$ cat src/rtl/mips_iter_divider_if.sv
// Divide handshake bundle between the EXE stage (master) and an iterative divider (slave).
// Two valid/ready operand channels in, one valid-only result channel out.
interface mips_iter_divider_if #(
  parameter int WIDTH = 32
);
  logic               s_axis_dividend_tvalid;
  logic               s_axis_dividend_tready;
  logic [WIDTH-1:0]   s_axis_dividend_tdata;
  logic               s_axis_divisor_tvalid;
  logic               s_axis_divisor_tready;
  logic [WIDTH-1:0]   s_axis_divisor_tdata;
  logic               m_axis_dout_tvalid;
  logic [2*WIDTH-1:0] m_axis_dout_tdata;

  modport master (
    output s_axis_dividend_tvalid,
    input  s_axis_dividend_tready,
    output s_axis_dividend_tdata,
    output s_axis_divisor_tvalid,
    input  s_axis_divisor_tready,
    output s_axis_divisor_tdata,
    input  m_axis_dout_tvalid,
    input  m_axis_dout_tdata
  );

  modport slave (
    input  s_axis_dividend_tvalid,
    output s_axis_dividend_tready,
    input  s_axis_dividend_tdata,
    input  s_axis_divisor_tvalid,
    output s_axis_divisor_tready,
    input  s_axis_divisor_tdata,
    output m_axis_dout_tvalid,
    output m_axis_dout_tdata
  );
endinterface

$ cat src/rtl/mips_iter_divider.sv
// Iterative radix-2 restoring divider, one quotient bit per clock, for DIV (signed) / DIVU.
// Result {quotient, remainder} is presented for a single cycle WIDTH+1 cycles after acceptance.
//
// state | meaning
// IDLE  | ready for operands; accepts when both tvalid are high together
// CALC  | one restoring step per edge, WIDTH steps total
// DONE  | result valid for exactly this cycle, then back to IDLE
module mips_iter_divider #(
  parameter int SIGNED_MODE = 1,
  parameter int WIDTH       = 32
) (
  input  logic             clk,
  input  logic             reset,
  mips_iter_divider_if.slave bus
);

  localparam int CW = (WIDTH > 1) ? $clog2(WIDTH) : 1;
  localparam logic [CW-1:0] LAST_STEP = CW'(WIDTH - 1);

  typedef enum logic [1:0] {
    IDLE = 2'd0,
    CALC = 2'd1,
    DONE = 2'd2
  } state_t;

  state_t             r_state;
  state_t             w_state_nxt;

  logic [CW-1:0]      r_cnt;
  logic [WIDTH-1:0]   r_rem;
  logic [WIDTH-1:0]   r_quo;
  logic [WIDTH-1:0]   r_dvs;
  logic [WIDTH-1:0]   r_dvd;
  logic               r_sign_n;
  logic               r_sign_d;
  logic               r_dz;
  logic [2*WIDTH-1:0] r_tdata;

  logic               w_accept;
  logic               w_last;
  logic               w_dvd_neg;
  logic               w_dvs_neg;
  logic [WIDTH-1:0]   w_dvd_mag;
  logic [WIDTH-1:0]   w_dvs_mag;
  logic [WIDTH:0]     w_shift;
  logic [WIDTH:0]     w_diff;
  logic               w_ge;
  logic [WIDTH-1:0]   w_rem_nxt;
  logic [WIDTH-1:0]   w_quo_nxt;
  logic [WIDTH-1:0]   w_q_fix;
  logic [WIDTH-1:0]   w_r_fix;
  logic [2*WIDTH-1:0] w_result;

  assign w_accept = (r_state == IDLE) && bus.s_axis_dividend_tvalid && bus.s_axis_divisor_tvalid;
  assign w_last   = (r_state == CALC) && (r_cnt == LAST_STEP);

  assign w_dvd_neg = (SIGNED_MODE != 0) && bus.s_axis_dividend_tdata[WIDTH-1];
  assign w_dvs_neg = (SIGNED_MODE != 0) && bus.s_axis_divisor_tdata[WIDTH-1];
  assign w_dvd_mag = w_dvd_neg ? -bus.s_axis_dividend_tdata : bus.s_axis_dividend_tdata;
  assign w_dvs_mag = w_dvs_neg ? -bus.s_axis_divisor_tdata  : bus.s_axis_divisor_tdata;

  // Partial remainder always stays below the divisor, so the WIDTH+1-bit shifted value
  // never overflows and the borrow bit of the trial subtraction is the compare result.
  assign w_shift   = {r_rem, r_quo[WIDTH-1]};
  assign w_diff    = w_shift - {1'b0, r_dvs};
  assign w_ge      = ~w_diff[WIDTH];
  assign w_rem_nxt = w_ge ? w_diff[WIDTH-1:0] : w_shift[WIDTH-1:0];
  assign w_quo_nxt = {r_quo[WIDTH-2:0], w_ge};

  // Sign flags are only ever set in signed mode, so unsigned results pass straight through.
  assign w_q_fix  = (r_sign_n ^ r_sign_d) ? -w_quo_nxt : w_quo_nxt;
  assign w_r_fix  = r_sign_n ? -w_rem_nxt : w_rem_nxt;
  assign w_result = r_dz ? {{WIDTH{1'b1}}, r_dvd} : {w_q_fix, w_r_fix};

  always_ff @(posedge clk) begin
    if (reset) begin
      r_state <= IDLE;
    end else begin
      r_state <= w_state_nxt;
    end
  end

  always_comb begin
    w_state_nxt = r_state;
    case (r_state)
      IDLE:    if (w_accept) w_state_nxt = CALC;
      CALC:    if (w_last)   w_state_nxt = DONE;
      DONE:    w_state_nxt = IDLE;
      default: w_state_nxt = IDLE;
    endcase
  end

  always_ff @(posedge clk) begin
    if (reset) begin
      r_cnt    <= '0;
      r_rem    <= '0;
      r_quo    <= '0;
      r_dvs    <= '0;
      r_dvd    <= '0;
      r_sign_n <= 1'b0;
      r_sign_d <= 1'b0;
      r_dz     <= 1'b0;
      r_tdata  <= '0;
    end else begin
      if (w_accept) begin
        r_cnt    <= '0;
        r_rem    <= '0;
        r_quo    <= w_dvd_mag;
        r_dvs    <= w_dvs_mag;
        r_dvd    <= bus.s_axis_dividend_tdata;
        r_sign_n <= w_dvd_neg;
        r_sign_d <= w_dvs_neg;
        r_dz     <= (bus.s_axis_divisor_tdata == '0);
      end else if (r_state == CALC) begin
        r_cnt <= r_cnt + 1'b1;
        r_rem <= w_rem_nxt;
        r_quo <= w_quo_nxt;
      end
      if (w_last) begin
        r_tdata <= w_result;
      end
    end
  end

  assign bus.s_axis_dividend_tready = (r_state == IDLE);
  assign bus.s_axis_divisor_tready  = (r_state == IDLE);
  assign bus.m_axis_dout_tvalid     = (r_state == DONE);
  assign bus.m_axis_dout_tdata      = r_tdata;

endmodule

$ cat src/flat_wrapper.sv
// flat-port wrapper written by rule: the top's interface ports become plain ports
module mips_iter_divider_flat 
#(
  parameter int SIGNED_MODE = 1,
  parameter int WIDTH       = 32
)
  (clk, reset, bus_s_axis_dividend_tvalid, bus_s_axis_dividend_tready, bus_s_axis_dividend_tdata, bus_s_axis_divisor_tvalid, bus_s_axis_divisor_tready, bus_s_axis_divisor_tdata, bus_m_axis_dout_tvalid, bus_m_axis_dout_tdata);
  mips_iter_divider_if #(.WIDTH(WIDTH)) bus_i ();
  input  logic clk;
  input  logic reset;
  input wire logic [$bits(bus_i.s_axis_dividend_tvalid)-1:0] bus_s_axis_dividend_tvalid;
  output wire logic [$bits(bus_i.s_axis_dividend_tready)-1:0] bus_s_axis_dividend_tready;
  input wire logic [$bits(bus_i.s_axis_dividend_tdata)-1:0] bus_s_axis_dividend_tdata;
  input wire logic [$bits(bus_i.s_axis_divisor_tvalid)-1:0] bus_s_axis_divisor_tvalid;
  output wire logic [$bits(bus_i.s_axis_divisor_tready)-1:0] bus_s_axis_divisor_tready;
  input wire logic [$bits(bus_i.s_axis_divisor_tdata)-1:0] bus_s_axis_divisor_tdata;
  output wire logic [$bits(bus_i.m_axis_dout_tvalid)-1:0] bus_m_axis_dout_tvalid;
  output wire logic [$bits(bus_i.m_axis_dout_tdata)-1:0] bus_m_axis_dout_tdata;
  assign bus_i.s_axis_dividend_tvalid = bus_s_axis_dividend_tvalid;
  assign bus_s_axis_dividend_tready = bus_i.s_axis_dividend_tready;
  assign bus_i.s_axis_dividend_tdata = bus_s_axis_dividend_tdata;
  assign bus_i.s_axis_divisor_tvalid = bus_s_axis_divisor_tvalid;
  assign bus_s_axis_divisor_tready = bus_i.s_axis_divisor_tready;
  assign bus_i.s_axis_divisor_tdata = bus_s_axis_divisor_tdata;
  assign bus_m_axis_dout_tvalid = bus_i.m_axis_dout_tvalid;
  assign bus_m_axis_dout_tdata = bus_i.m_axis_dout_tdata;
  mips_iter_divider #(.SIGNED_MODE(SIGNED_MODE), .WIDTH(WIDTH)) u_core (.clk(clk), .reset(reset), .bus(bus_i));
endmodule
$ cat config.mk
export PLATFORM = sky130hd
export DESIGN_NAME = mips_iter_divider_flat
export DESIGN_NICKNAME = d
export VERILOG_FILES = /design/src/rtl/mips_iter_divider_if.sv /design/src/rtl/mips_iter_divider.sv /design/src/flat_wrapper.sv
export SDC_FILE = /design/constraint.sdc
export NUM_CORES = 1
export LEC_CHECK = 0
export ABC_AREA = 1
export BUFFER_PORTS_ARGS = -buffer_cell sky130_fd_sc_hd__buf_4
export CAP_MARGIN = 20
export CORE_MARGIN = 3
export CORE_UTILIZATION = 25
export DETAILED_ROUTE_END_ITERATION = 8
export SLEW_MARGIN = 20
export SYNTH_ARGS = -nofsm -noshare
export SYNTH_HDL_FRONTEND = slang
export SYNTH_SLANG_ARGS = --single-unit
$ cat constraint.sdc
create_clock -name clk -period 11.8 [get_ports clk]
set_input_delay 2.36 -clock clk [delete_from_list [all_inputs] [get_ports clk]]
set_output_delay 2.36 -clock clk [all_outputs]
set_load 0.03 [all_outputs]
==> impl_metrics.json <==
{
  "diodes": 0,
  "drtIter0Drc": 1234,
  "grt_max_degree": 102,
  "synth.most_common_cell": "nand2_1",
  "internal_power_mw": 1.48,
  "switchingPower_mw": 1.03,
  "met1_length_mm": 22.3,
  "hold_path.class": "register to register",
  "slew_headroom_pct": 31.1,
  "maxCapViolations": 0,
  "synthFlopType": "dfxtp_1",
  "hold_viol_final": 0,
  "p_comb_share_pct": 39.1,
  "crit_path_end_kind": "register",
  "fin_ws_ns": 6.89,
  "synth_top_cell_by_area": "dfxtp_1",
  "wl_met2_mm": 22.3,
  "io_buffers": 134,
  "crit_fanout": 38,
  "synthesis.area_um2": 13800,
  "h-tree-depth": 1,
  "grt_pass1_vias": 13000,
  "fin_skew_ns": 0.0177,
  "worst_path_largest_cell_delay_ns": 0.40,
  "coreArea_um2": 54100,
  "dr.pass1.iters": 6,
  "num_io_pins": 135,
  "cts.path.max_buffers": 3,
  "synth-edff-count": 0,
  "netlist_top_cells_area": "dfxtp_1 29%, nand2_1 16%, inv_1 9.3%",
  "routed-wl-met3_mm": 2.63,
  "antenna_left": 0,
  "layout_min_cycle_time_ns": 4.91,
  "num-nets-final": 2400,
  "yosysTopAreaCellShare_pct": 29.2,
  "cts_resized": 0,
  "clock-sinks": 201,
  "highest_layer": "met4",
  "swShare_pct": 40.9,
  "fmaxAchievable_mhz": 204,
  "rsz0062_at_grt": "false",
  "antenna_found_initial": 0,
  "r2r-start": "u_core.r_quo[31]$_SDFFE_PP0P_",
  "crit_path_top_delay_cell": "fa_1",
  "clk_latency_ns": 0.55,
  "synth.yosys.warnings": 0,
  "drive_gt1_share_pct": 10.7,
  "outcome": "finished clean",
  "ir_drop_v": 0.0000959,
  "die_w_um": 241,
  "r2r_slack_ns": 6.89,
  "cp.arrival_ns": 5.35,
  "drt_wl_total_mm": 48.4,
  "rr_worst_depth": 30,
  "min_from": "u_core.r_dvd[11]$_SDFFE_PP0P_",
  "grtUsageTotal_pct": 16.2,
  "drv_slew": 0,
  "initial_utilization_pct": 25.4,
  "place_inst": 2963,
  "synth_common_cells": "587 x nand2_1, 341 x inv_1, 201 x dfxtp_1",
  "required_ns": 12.23,
  "p_leak_nw": 7.93,
  "critPathMostFrequentCell": "nand2_1",
  "pre_cts_ws_ns": 6.65,
  "tritoncts": "built",
  "globalplace.congestion": 0.911,
  "dieArea_um2": 57900,
  "wl_per_cell_um": 16.1,
  "synth-seq-area-share_pct": 29.2,
  "grt_pass1_wl_mm": 74.1,
  "p_clk_share_pct": 31.2,
  "cts-hold-fix-buffers": 0,
  "synth.distinct_cells": 59,
  "crit_path_start_kind": "register",
  "async_flop_share_pct": 0,
  "whs_path_depth": 2,
  "tns_ns": 0,
  "post-cts-setup-buffers": 0,
  "regToRegEndpoint": "u_core.bus.m_axis_dout_tdata[60]$_SDFFE_PP0P_",
  "overflow": 0,
  "p_per_area_nw_per_um2": 155,
  "setup.worst_path.class": "register to register",
  "path_clk_slew_ns": 0.06,
  "cts_root_buffer": "clkbuf_16",
  "setup_violations": 0,
  "syn_nets": 2318,
  "instances_no_fill": 3005,
  "fp.dieH_um": 241,
  "tightest_slew_ns": 1.03,
  "avgSynthCellArea_um2": 6.22,
  "fin_crit_sh_pct": 41.6,
  "dr_total_vias": 14200,
  "synth-seq-cells": 201,
  "fp-row-count": 85,
  "hpwl_mm": 36.8,
  "syn_inst": 2211,
  "areaGrowthSynthToFinish_pct": 17.6,
  "cts_buffers": 24,
  "hold_end": "u_core.r_dvd[11]$_SDFFE_PP0P_",
  "drc": 0,
  "seqPwrFrac_pct": 29.8,
  "avgViaCountPerCell": 4.72
}
==> worst max path at each step <==
stage	to	cells past startpoint	slack, ns	startpoint
2_1_floorplan	u_core.r_quo[28]$_SDFFE_PP0P_	15	7.30	bus_s_axis_dividend_tdata[1]
3_3_place_gp	u_core.r_dvs[26]$_SDFFE_PP0P_	17	6.62	bus_s_axis_divisor_tdata[0]
3_5_place_dp	u_core.r_dvs[26]$_SDFFE_PP0P_	17	6.65	bus_s_axis_divisor_tdata[0]
4_1_cts	u_core.bus.m_axis_dout_tdata[60]$_SDFFE_PP0P_	30	6.88	u_core.r_quo[31]$_SDFFE_PP0P_
5_1_grt	u_core.bus.m_axis_dout_tdata[60]$_SDFFE_PP0P_	30	6.38	u_core.r_quo[31]$_SDFFE_PP0P_
6_report	u_core.bus.m_axis_dout_tdata[60]$_SDFFE_PP0P_	30	6.89	u_core.r_quo[31]$_SDFFE_PP0P_
==> cell type report <==
cell class                      count  area [um^2]
Inverter                          349         1310
Fill cell                        5974        38000
Clock buffer                       34          708
Tap cell                          696          871
Multi-Input combinational cell   1567         8020
Sequential cell                   201         4030
Timing Repair Buffer              150         1130
Clock inverter                      8          115
==> flip-flops by register name (all words and copies together), names as in the netlist, 2 cells and up <==
name	flops
u_core.bus.m_axis_dout_tdata	64
u_core.r_cnt	5
u_core.r_dvd	31
u_core.r_dvs	32
u_core.r_quo	32
u_core.r_rem	32
u_core.r_state	2
==> cell usage in the layout, fill, tap and decap left out, drive strengths merged, types with 4 or more instances in the layout <==
| cell | n |
|---|---|
| nand2 | 614 |
| inv | 346 |
| dfxtp | 201 |
| nor2 | 192 |
| a21oi | 159 |
| buf | 150 |
| o21ai | 149 |
| nand3 | 117 |
| nor3 | 43 |
| xor2 | 41 |
| ha | 38 |
| o211ai | 35 |
| clkbuf | 34 |
| o221ai | 29 |
| xnor2 | 21 |
| a31oi | 19 |
| nand4 | 19 |
| a211oi | 17 |
| o22ai | 14 |
| or2 | 9 |
| nor4 | 8 |
| clkinv | 8 |
| or3 | 5 |
| o21bai | 5 |
| o31ai | 4 |
==> worst max-delay path, delay by kind of cell (launching register included) <==
family          cells  cell delay [ns]
flops               1             0.31
compound gates      6             1.07
buf+inv             5             0.67
simple gates       16             1.92
fa+ha+maj           3             0.81
==> power groups by stage <==
stage / sequential (mW) / combinational (mW) / clock (mW)
2_1_floorplan: 0.747 / 0.731 / 0
3_3_place_gp: 0.760 / 0.966 / 0
3_5_place_dp: 0.760 / 0.967 / 0
4_1_cts: 0.745 / 0.973 / 0.799
5_1_grt: 0.749 / 1.10 / 0.821
6_report: 0.746 / 0.979 / 0.781
==> cells by family after synthesis <==
kind of cell / count (synthesis) / synth area share, %
AO/OA/AOI/OAI: 454 / 19.6
XOR/XNOR: 62 / 3.95
flip-flops: 201 / 29.2
buffers and inverters: 443 / 12.6
AND/OR/NAND/NOR: 1012 / 31.0
adder cells (fa/ha/maj): 39 / 3.60
==> stage by stage <==
step,hold slack [ns],power (mW),utilization [%],instance area [um^2]
final,0.454,2.51,29.9,16200
after global routing,0.482,2.67,29.9,16200
after CTS,0.458,2.52,29.9,16200
after detailed placement,0.444,1.73,28.4,15400
after global placement,0.439,1.73,28.4,15400
after floorplan,0.427,1.48,-,13800
==> routing by layer <==
metal / GRT usage (%) / up-vias
met5: 0 / -
met4: 4.34 / 0
li1: - / 7339
met3: 2.22 / 62
met1: 22.0 / 6434
met2: 27.1 / 363
Power figures use the tool's default switching activity.
